$ cat src/rtl/lc3b_types.sv
// Shared LC-3b memory-hierarchy types: word/line widths and arbiter enums.
package lc3b_types;

  typedef logic [15:0]  lc3b_word;
  typedef logic [127:0] lc3b_line;

  typedef enum logic [1:0] {
    IDLE,
    SERVE_I,
    SERVE_D
  } arb_state_t;

  typedef enum logic {
    PORT_I,
    PORT_D
  } arb_port_t;

  // Lines are 16 bytes, so the low nibble of an address is the byte offset.
  localparam lc3b_word LINE_ADDR_MASK = 16'hFFF0;

  function automatic lc3b_word line_align(input lc3b_word addr);
    return addr & LINE_ADDR_MASK;
  endfunction

endpackage

$ cat src/rtl/cache_arbiter_control.sv
// Arbiter FSM: picks which L1 owns the L2 port and remembers the last grant
// so that simultaneous requests alternate between the two caches.
module cache_arbiter_control
  import lc3b_types::*;
(
  input  logic      clk,
  input  logic      reset,
  input  logic      i_i_req,
  input  logic      i_d_req,
  input  logic      i_l2_resp,
  output logic      o_load_req,
  output arb_port_t o_grant_sel,
  output logic      o_serve_i,
  output logic      o_serve_d
);

  arb_state_t r_state;
  arb_state_t w_state_next;
  arb_port_t  r_last_grant;

  // State and last-grant registers; last_grant resets to D so the first tie goes to I.
  always_ff @(posedge clk or posedge reset) begin
    if (reset) begin
      r_state      <= IDLE;
      r_last_grant <= PORT_D;
    end else begin
      r_state <= w_state_next;
      if (o_load_req) begin
        r_last_grant <= o_grant_sel;
      end
    end
  end

  // Next-state and grant decision; grants only happen from IDLE, so there is
  // always at least one IDLE cycle between consecutive services.
  always_comb begin
    w_state_next = r_state;
    o_load_req   = 1'b0;
    o_grant_sel  = PORT_I;
    unique case (r_state)
      IDLE: begin
        if (i_i_req || i_d_req) begin
          o_load_req = 1'b1;
          if (i_i_req && i_d_req) begin
            o_grant_sel = (r_last_grant == PORT_I) ? PORT_D : PORT_I;
          end else if (i_i_req) begin
            o_grant_sel = PORT_I;
          end else begin
            o_grant_sel = PORT_D;
          end
          w_state_next = (o_grant_sel == PORT_I) ? SERVE_I : SERVE_D;
        end
      end
      SERVE_I: begin
        if (i_l2_resp) begin
          w_state_next = IDLE;
        end
      end
      SERVE_D: begin
        if (i_l2_resp) begin
          w_state_next = IDLE;
        end
      end
      default: begin
        w_state_next = IDLE;
      end
    endcase
  end

  assign o_serve_i = (r_state == SERVE_I);
  assign o_serve_d = (r_state == SERVE_D);

endmodule

$ cat src/rtl/mux2.sv
// Generic two-input multiplexer: o_f = i_sel ? i_b : i_a.
module mux2 #(
  parameter int WIDTH = 16
) (
  input  logic             i_sel,
  input  logic [WIDTH-1:0] i_a,
  input  logic [WIDTH-1:0] i_b,
  output logic [WIDTH-1:0] o_f
);

  // Plain selection, no state.
  always_comb begin
    o_f = i_sel ? i_b : i_a;
  end

endmodule

$ cat src/rtl/cache_arbiter.sv
// Two-port arbiter between the split L1 caches and the unified L2. Holds the
// granted request in registers and steers the L2 response to its owner only.
module cache_arbiter
  import lc3b_types::*;
(
  input  logic     clk,
  input  logic     reset,
  input  logic     i_read,
  input  lc3b_word i_address,
  output lc3b_line i_rdata,
  output logic     i_resp,
  input  logic     d_read,
  input  logic     d_write,
  input  lc3b_word d_address,
  input  lc3b_line d_wdata,
  output lc3b_line d_rdata,
  output logic     d_resp,
  output logic     l2_read,
  output logic     l2_write,
  output lc3b_word l2_address,
  output lc3b_line l2_wdata,
  input  lc3b_line l2_rdata,
  input  logic     l2_resp
);

  logic      w_load_req;
  arb_port_t w_grant_sel;
  logic      w_serve_i;
  logic      w_serve_d;
  logic      w_sel_d;
  lc3b_word  w_addr_sel;
  lc3b_line  w_wdata_sel;
  logic      w_write_sel;

  lc3b_word  r_address;
  lc3b_line  r_wdata;
  logic      r_write;

  cache_arbiter_control u_control (
    .clk         (clk),
    .reset       (reset),
    .i_i_req     (i_read),
    .i_d_req     (d_read | d_write),
    .i_l2_resp   (l2_resp),
    .o_load_req  (w_load_req),
    .o_grant_sel (w_grant_sel),
    .o_serve_i   (w_serve_i),
    .o_serve_d   (w_serve_d)
  );

  assign w_sel_d = (w_grant_sel == PORT_D);

  mux2 #(.WIDTH(16)) u_addr_mux (
    .i_sel (w_sel_d),
    .i_a   (i_address),
    .i_b   (d_address),
    .o_f   (w_addr_sel)
  );

  // The I-cache never writes, so its grant latches an all-zero line.
  mux2 #(.WIDTH(128)) u_wdata_mux (
    .i_sel (w_sel_d),
    .i_a   ('0),
    .i_b   (d_wdata),
    .o_f   (w_wdata_sel)
  );

  // An illegal d_read+d_write pair is treated as a writeback.
  assign w_write_sel = w_sel_d & d_write;

  // Request registers: captured once at grant, frozen for the whole service.
  always_ff @(posedge clk or posedge reset) begin
    if (reset) begin
      r_address <= '0;
      r_wdata   <= '0;
      r_write   <= 1'b0;
    end else if (w_load_req) begin
      r_address <= line_align(w_addr_sel);
      r_wdata   <= w_wdata_sel;
      r_write   <= w_write_sel;
    end
  end

  // L2 request side driven purely from registered state; quiet outside service.
  always_comb begin
    l2_read    = w_serve_i | (w_serve_d & ~r_write);
    l2_write   = w_serve_d & r_write;
    l2_address = (w_serve_i | w_serve_d) ? r_address : '0;
    l2_wdata   = w_serve_d ? r_wdata : '0;
  end

  // Response steering: combinational from l2_resp, only to the port being served.
  always_comb begin
    i_resp  = w_serve_i & l2_resp;
    d_resp  = w_serve_d & l2_resp;
    i_rdata = i_resp ? l2_rdata : '0;
    d_rdata = d_resp ? l2_rdata : '0;
  end

endmodule

$ cat config.mk
export PLATFORM = sky130hd
export DESIGN_NAME = cache_arbiter
export DESIGN_NICKNAME = d
export VERILOG_FILES = /design/src/rtl/lc3b_types.sv /design/src/rtl/cache_arbiter_control.sv /design/src/rtl/mux2.sv /design/src/rtl/cache_arbiter.sv
export SDC_FILE = /design/constraint.sdc
export NUM_CORES = 1
export LEC_CHECK = 0
export CORE_AREA = 2 2 272 274
export DETAILED_ROUTE_END_ITERATION = 8
export DIE_AREA = 0 0 274 276
export PLACE_DENSITY = 0.39
export SYNTH_ARGS = -nofsm -noshare
export SYNTH_HDL_FRONTEND = slang
export SYNTH_SLANG_ARGS = --single-unit
$ cat constraint.sdc
create_clock -name clk -period 4.45 [get_ports clk]
set_input_delay 0.6675 -clock clk [delete_from_list [all_inputs] [get_ports clk]]
set_output_delay 0.6675 -clock clk [all_outputs]
set_load 0.05 [all_outputs]
; After elaboration in Yosys (flattened, before gate mapping)
; Index checks and enable logic that the tools add are counted.
[classes]
n_bitwise = 9
n_shift = 0
n_mul = 0
n_div = 0
magnitude_cmp = 0
n_mux = 19
add_sub_neg = 0
n_eq_ne = 4
reduce_logical = 5
[op_table]
columns = operator, n
row1 = 2-to-1 mux 128 bit, 4
row2 = 2-to-1 mux 16 bit, 2
row3 = 2-to-1 mux 1 bit, 9
row4 = 2-to-1 mux 2 bit, 3
row5 = bitwise AND 1 bit, 5
row6 = inequality test 2 x 1 -> 1 bit (second input constant), 2
row7 = one-hot mux 2 bit (2 select lines), 1
row8 = OR 1 bit, 3
row9 = equality test 2 x 1 -> 1 bit (second input constant), 1
row10 = equality test 2 bit (second input constant), 1
row11 = zero test 2 bit, 1
row12 = AND reduction 2 bit, 1
row13 = OR reduction 2 bit, 1
row14 = logical AND 1 bit, 1
row15 = logical OR 1 bit, 1
row16 = NOT 1 bit, 1
[word_totals]
reg_bits = 144
wordCells = 42
output_inout_bits = 404
latch_bits = 0
ram_bits = 0
input_bits = 294
memories = 0
romBits = 0

; Logic depth before layout (Yosys ltp)
[depth]
ltp_word = 8
depth_mapped = 7
mapped_depth_nobuf = 5

; Modules after synthesis
; Synthesis repeated with hierarchy kept, for this count alone.
[hier_totals]
cells_unflattened = 963
hier_area_um2 = 10468.8
[modules_own_cells]
columns = module, area_per_inst_um2, seq_area_each_um2, n_inst, cells_each
row1 = cache_arbiter, 8398.1, 3528.4, 1, 780
row2 = mux2 (u_wdata_mux), 1619.1, 0.0, 1, 142
row3 = mux2 (u_addr_mux), 249.0, 0.0, 1, 18
row4 = cache_arbiter_control, 202.7, 76.3, 1, 23

; Worst setup path before layout
; OpenSTA, ideal clock, no wires.
[synth_path]
kind = input port to output port
start = input port l2_resp
end = output port d_rdata[0]
n_path_buf = 3
stages = 4
arrival_time_ps = 1812
required_ps = 3783
path_slack_ps = 1971
cell_sequence = clkbuf_1 clkbuf_1 clkbuf_1 and3_1
[synth_between]
elab_chain_cells = 2
[synth_rtl]
columns = element, line
row1 = start: declaration, cache_arbiter.sv:23  ; input logic l2_resp
row2 = bitwise AND 1 bit, cache_arbiter.sv:95  ; d_resp = w_serve_d & l2_resp;
row3 = 2-to-1 mux 128 bit, cache_arbiter.sv:97  ; d_rdata = d_resp ? l2_rdata : '0;
row4 = end: declaration, cache_arbiter.sv:16  ; output lc3b_line d_rdata,
; No other way between the ends.

; Final worst setup path
[layout_path]
start = register u_control.r_state[1]
end = output port i_rdata[6]
[layout_between]
elab_chain_cells = 3
[layout_rtl]
columns = element, line
row1 = start: declaration, cache_arbiter_control.sv:17  ; arb_state_t r_state;
row2 = start signal: assignment, cache_arbiter_control.sv:27  ; r_state <= w_state_next;
row3 = equality test 2 x 1 -> 1 bit, cache_arbiter_control.sv:70  ; assign o_serve_i = (r_state == SERVE_I);
row4 = bitwise AND 1 bit, cache_arbiter.sv:94  ; i_resp = w_serve_i & l2_resp;
row5 = 2-to-1 mux 128 bit, cache_arbiter.sv:96  ; i_rdata = i_resp ? l2_rdata : '0;
row6 = end: declaration, cache_arbiter.sv:10  ; output lc3b_line i_rdata,
; No other way between the ends.

==> summary.txt <==
Sw Pwr: 4980 µW
Vias: 9,328
Yosys warnings: 0
VDD IR-drop max: 320 µV
overall die width: 274 µm
Tcrit/Tclk final: 83.1%
clk_skew: 0.0115 ns
first-pass GRT wire length: 75.3 mm
max-slew violation count: 0
Synth Cell Area: 8110 µm²
Post-CTS Setup Inserts: 0
fillers: 7,924
Synth top cells by count: and3_1 (256), and2_1 (143), dfrtp_1 (143), a22o_1 (129), clkbuf_1 (88)
Avg WL per Cell: 22.6 µm
total gr overflow: 0
Pint: 4960 µW
CTS buffer count: 17
f_max: 271 MHz
DR iter-0 viols: 394
vias in the first global route: 9,429
clk slew on worst S/H paths: 0.07 ns
Worst Path Required: 3.78 ns
Worst-Skew Late Latency: 0.45 ns
TNS Setup: 0 ns
syn_area_per_cell: 9.48 µm²
Initial Util: 11.2%
cell with the most instances after synthesis: and3_1
Ports: 698
Hold Buf Count CTS: 0
Core Rows: 99
pin count of the biggest net entering global routing: 146
MaxCap Viol Count: 0
RSZ-0062 raised after global routing: no
ys flop type: dfrtp_1
static leakage: 0.00733 µW
vias per cell: 3.82
met1 WL: 22.2 mm
Clk pwr share: 15.2%
Syn Inst Count: 855
CP endpoint kind: output pin
Post-DRT Antenna Nets: 0
distinct cell type count after synthesis: 25
Seq/Total Area, Yosys: 44.5%
Placed Cells: 2,410
Final Hold Viols: 0
slowest CP cell: clkdlybuf4s50_1
CTS root buffer: clkbuf_16
routability cong.: 0.842
sequential share of power: 22.1%
Period minus WS final: 3.70 ns
post-detail-place hpwl: 44.3 mm
CP arrival: 3.03 ns
H-tree depth: 4
initial antenna violation count: 24
sw frac: 50.1%
total core area: 72,600 µm²
asr flop ratio synth: 100%
status: finished, final reports clean
Slew headroom: 29.4%
synth top area cells: dfrtp_1 (44%), and3_1 (20%), a22o_1 (14%)
port bufs: 685
post-cts sizing count: 0
count of final setup violators: 0
chain of cells forming the critical path: inv_1, ha_4, buf_4, and3_1, clkdlybuf4s50_1
DR DRC count: 0
pwr/cell area: 598 nW/µm²
met3 wire len: 4.45 mm
TritonRoute pass-1 iters: 7
full die area: 75,600 µm²
Crit Path Class: register to output pin
CTS Sinks: 144
nets: 1,767
Seq cells post-synth: 144
Tot GR Track Use: 14.0%
Synth top area share: 44.1%
area grow syn2layout: 105%
HP Class: register to register
Routed WL: 55.4 mm
Gate power share: 62.7%
CTS tree: yes
Die Ht: 276 µm
met2 WL: 28.0 mm
CP Launch Type: register
Crit Path Max Fanout: 43
number of flops mapped to enable cells by yosys: 0
CP peak stage delay: 0.90 ns
Yosys top cell by area: dfrtp_1
Final Non-Filler Cells: 2,445
buffer depth of the longest clock path: 2
Worst-Margin Slew: 1.06 ns
Post-Place Worst Slack: 1.17 ns
Top Layer Used: met5
setup ws final: 0.754 ns
fraction of layout cells with a size suffix above 1: 4.25%
[cell usage in the layout (no fill, tap or decap), drive strengths merged, types with 3 or more instances in the layout]
| master | count |
|---|---|
| buf | 24 |
| ha | 3 |
| a31oi | 12 |
| nor2 | 12 |
| clkinv | 3 |
| clkdlybuf4s50 | 681 |
| a21o | 4 |
| clkbuf | 20 |
| dfrtp | 143 |
| o21ai | 12 |
| and2 | 143 |
| conb | 4 |
| a22o | 129 |
| inv | 7 |
| and3 | 256 |
| a21oi | 13 |
| clkinvlp | 5 |
| diode | 3 |
[worst paths after layout]
path                                          end  slack, ns            startpoint  depth (start not counted)
setup / recovery                       i_rdata[6]       0.75  u_control.r_state[1]                          5
hold / removal                        r_wdata[10]       0.49           r_wdata[10]                          1
setup reg to reg                      r_wdata[39]       1.97  u_control.r_state[0]                          7
hold reg to reg                       r_wdata[10]       0.49           r_wdata[10]                          1
max in group asynchronous  u_control.r_last_grant       2.79                 reset                          3
min in group asynchronous             r_wdata[60]       0.81                 reset                          2
[metal layers]
layer | GRT usage [%] | up-vias
li1 | - | 4286
met1 | 16.2 | 4507
met2 | 25.3 | 471
met3 | 4.33 | 62
met4 | 2.13 | 2
met5 | 0 | -
[layout make-up]
type	instances	area, µm²	area share, %
Inverter	5	22.5	0.136
Clock inverter	12	131	0.791
Clock buffer	20	467	2.81
Antenna cell	3	7.51	0.0452
Sequential cell	144	3600	21.7
Tap cell	959	1200	7.22
Multi-Input combinational cell	597	4070	24.5
Timing Repair Buffer	705	7110	42.8
[worst max-delay path, delay by kind of cell (launching register included)]
| kind | cells | cell delay [ns] |
|---|---|---|
| buffers and inverters | 3 | 1.40 |
| adders and majority gates | 1 | 0.48 |
| DFF | 1 | 0.42 |
| and+or+nand+nor | 1 | 0.21 |
[flip-flops by register name, indices dropped and copies added (netlist names)]
| name | count |
|---|---|
| r_wdata | 128 |
| r_write | 1 |
| u_control.r_state | 2 |
| r_address | 12 |
| u_control.r_last_grant | 1 |
[power groups by stage]
stage,registers [µW],clock network (µW),logic (µW)
2_1_floorplan,2090,0,4100
3_3_place_gp,2200,0,6320
3_5_place_dp,2200,0,6330
4_1_cts,2200,1580,6340
5_1_grt,2270,1620,6580
6_report,2200,1510,6230
[stage by stage]
stage / cell area (µm²) / utilization, % / hold WS, ns / power [µW]
6_report: 16600 / 22.9 / 0.495 / 9940
4_1_cts: 16600 / 22.9 / 0.502 / 10100
5_1_grt: 16600 / 22.9 / 0.513 / 10500
2_1_floorplan: 8120 / - / 0.464 / 6190
3_3_place_gp: 16000 / 22.1 / 0.479 / 8520
3_5_place_dp: 16000 / 22.1 / 0.483 / 8530
[kinds of logic (layout without fill, tap and decap cells)]
family | Yosys count | after routing | synth area share, %
fa+ha+maj | 3 | 3 | 0.463
buf+inv | 117 | 742 | 5.91
flops | 144 | 144 | 44.5
simple gates | 414 | 414 | 31.5
other cells | 1 | 7 | 0.0463
compound gates | 176 | 176 | 17.6
Power figures use the tool's default switching activity.
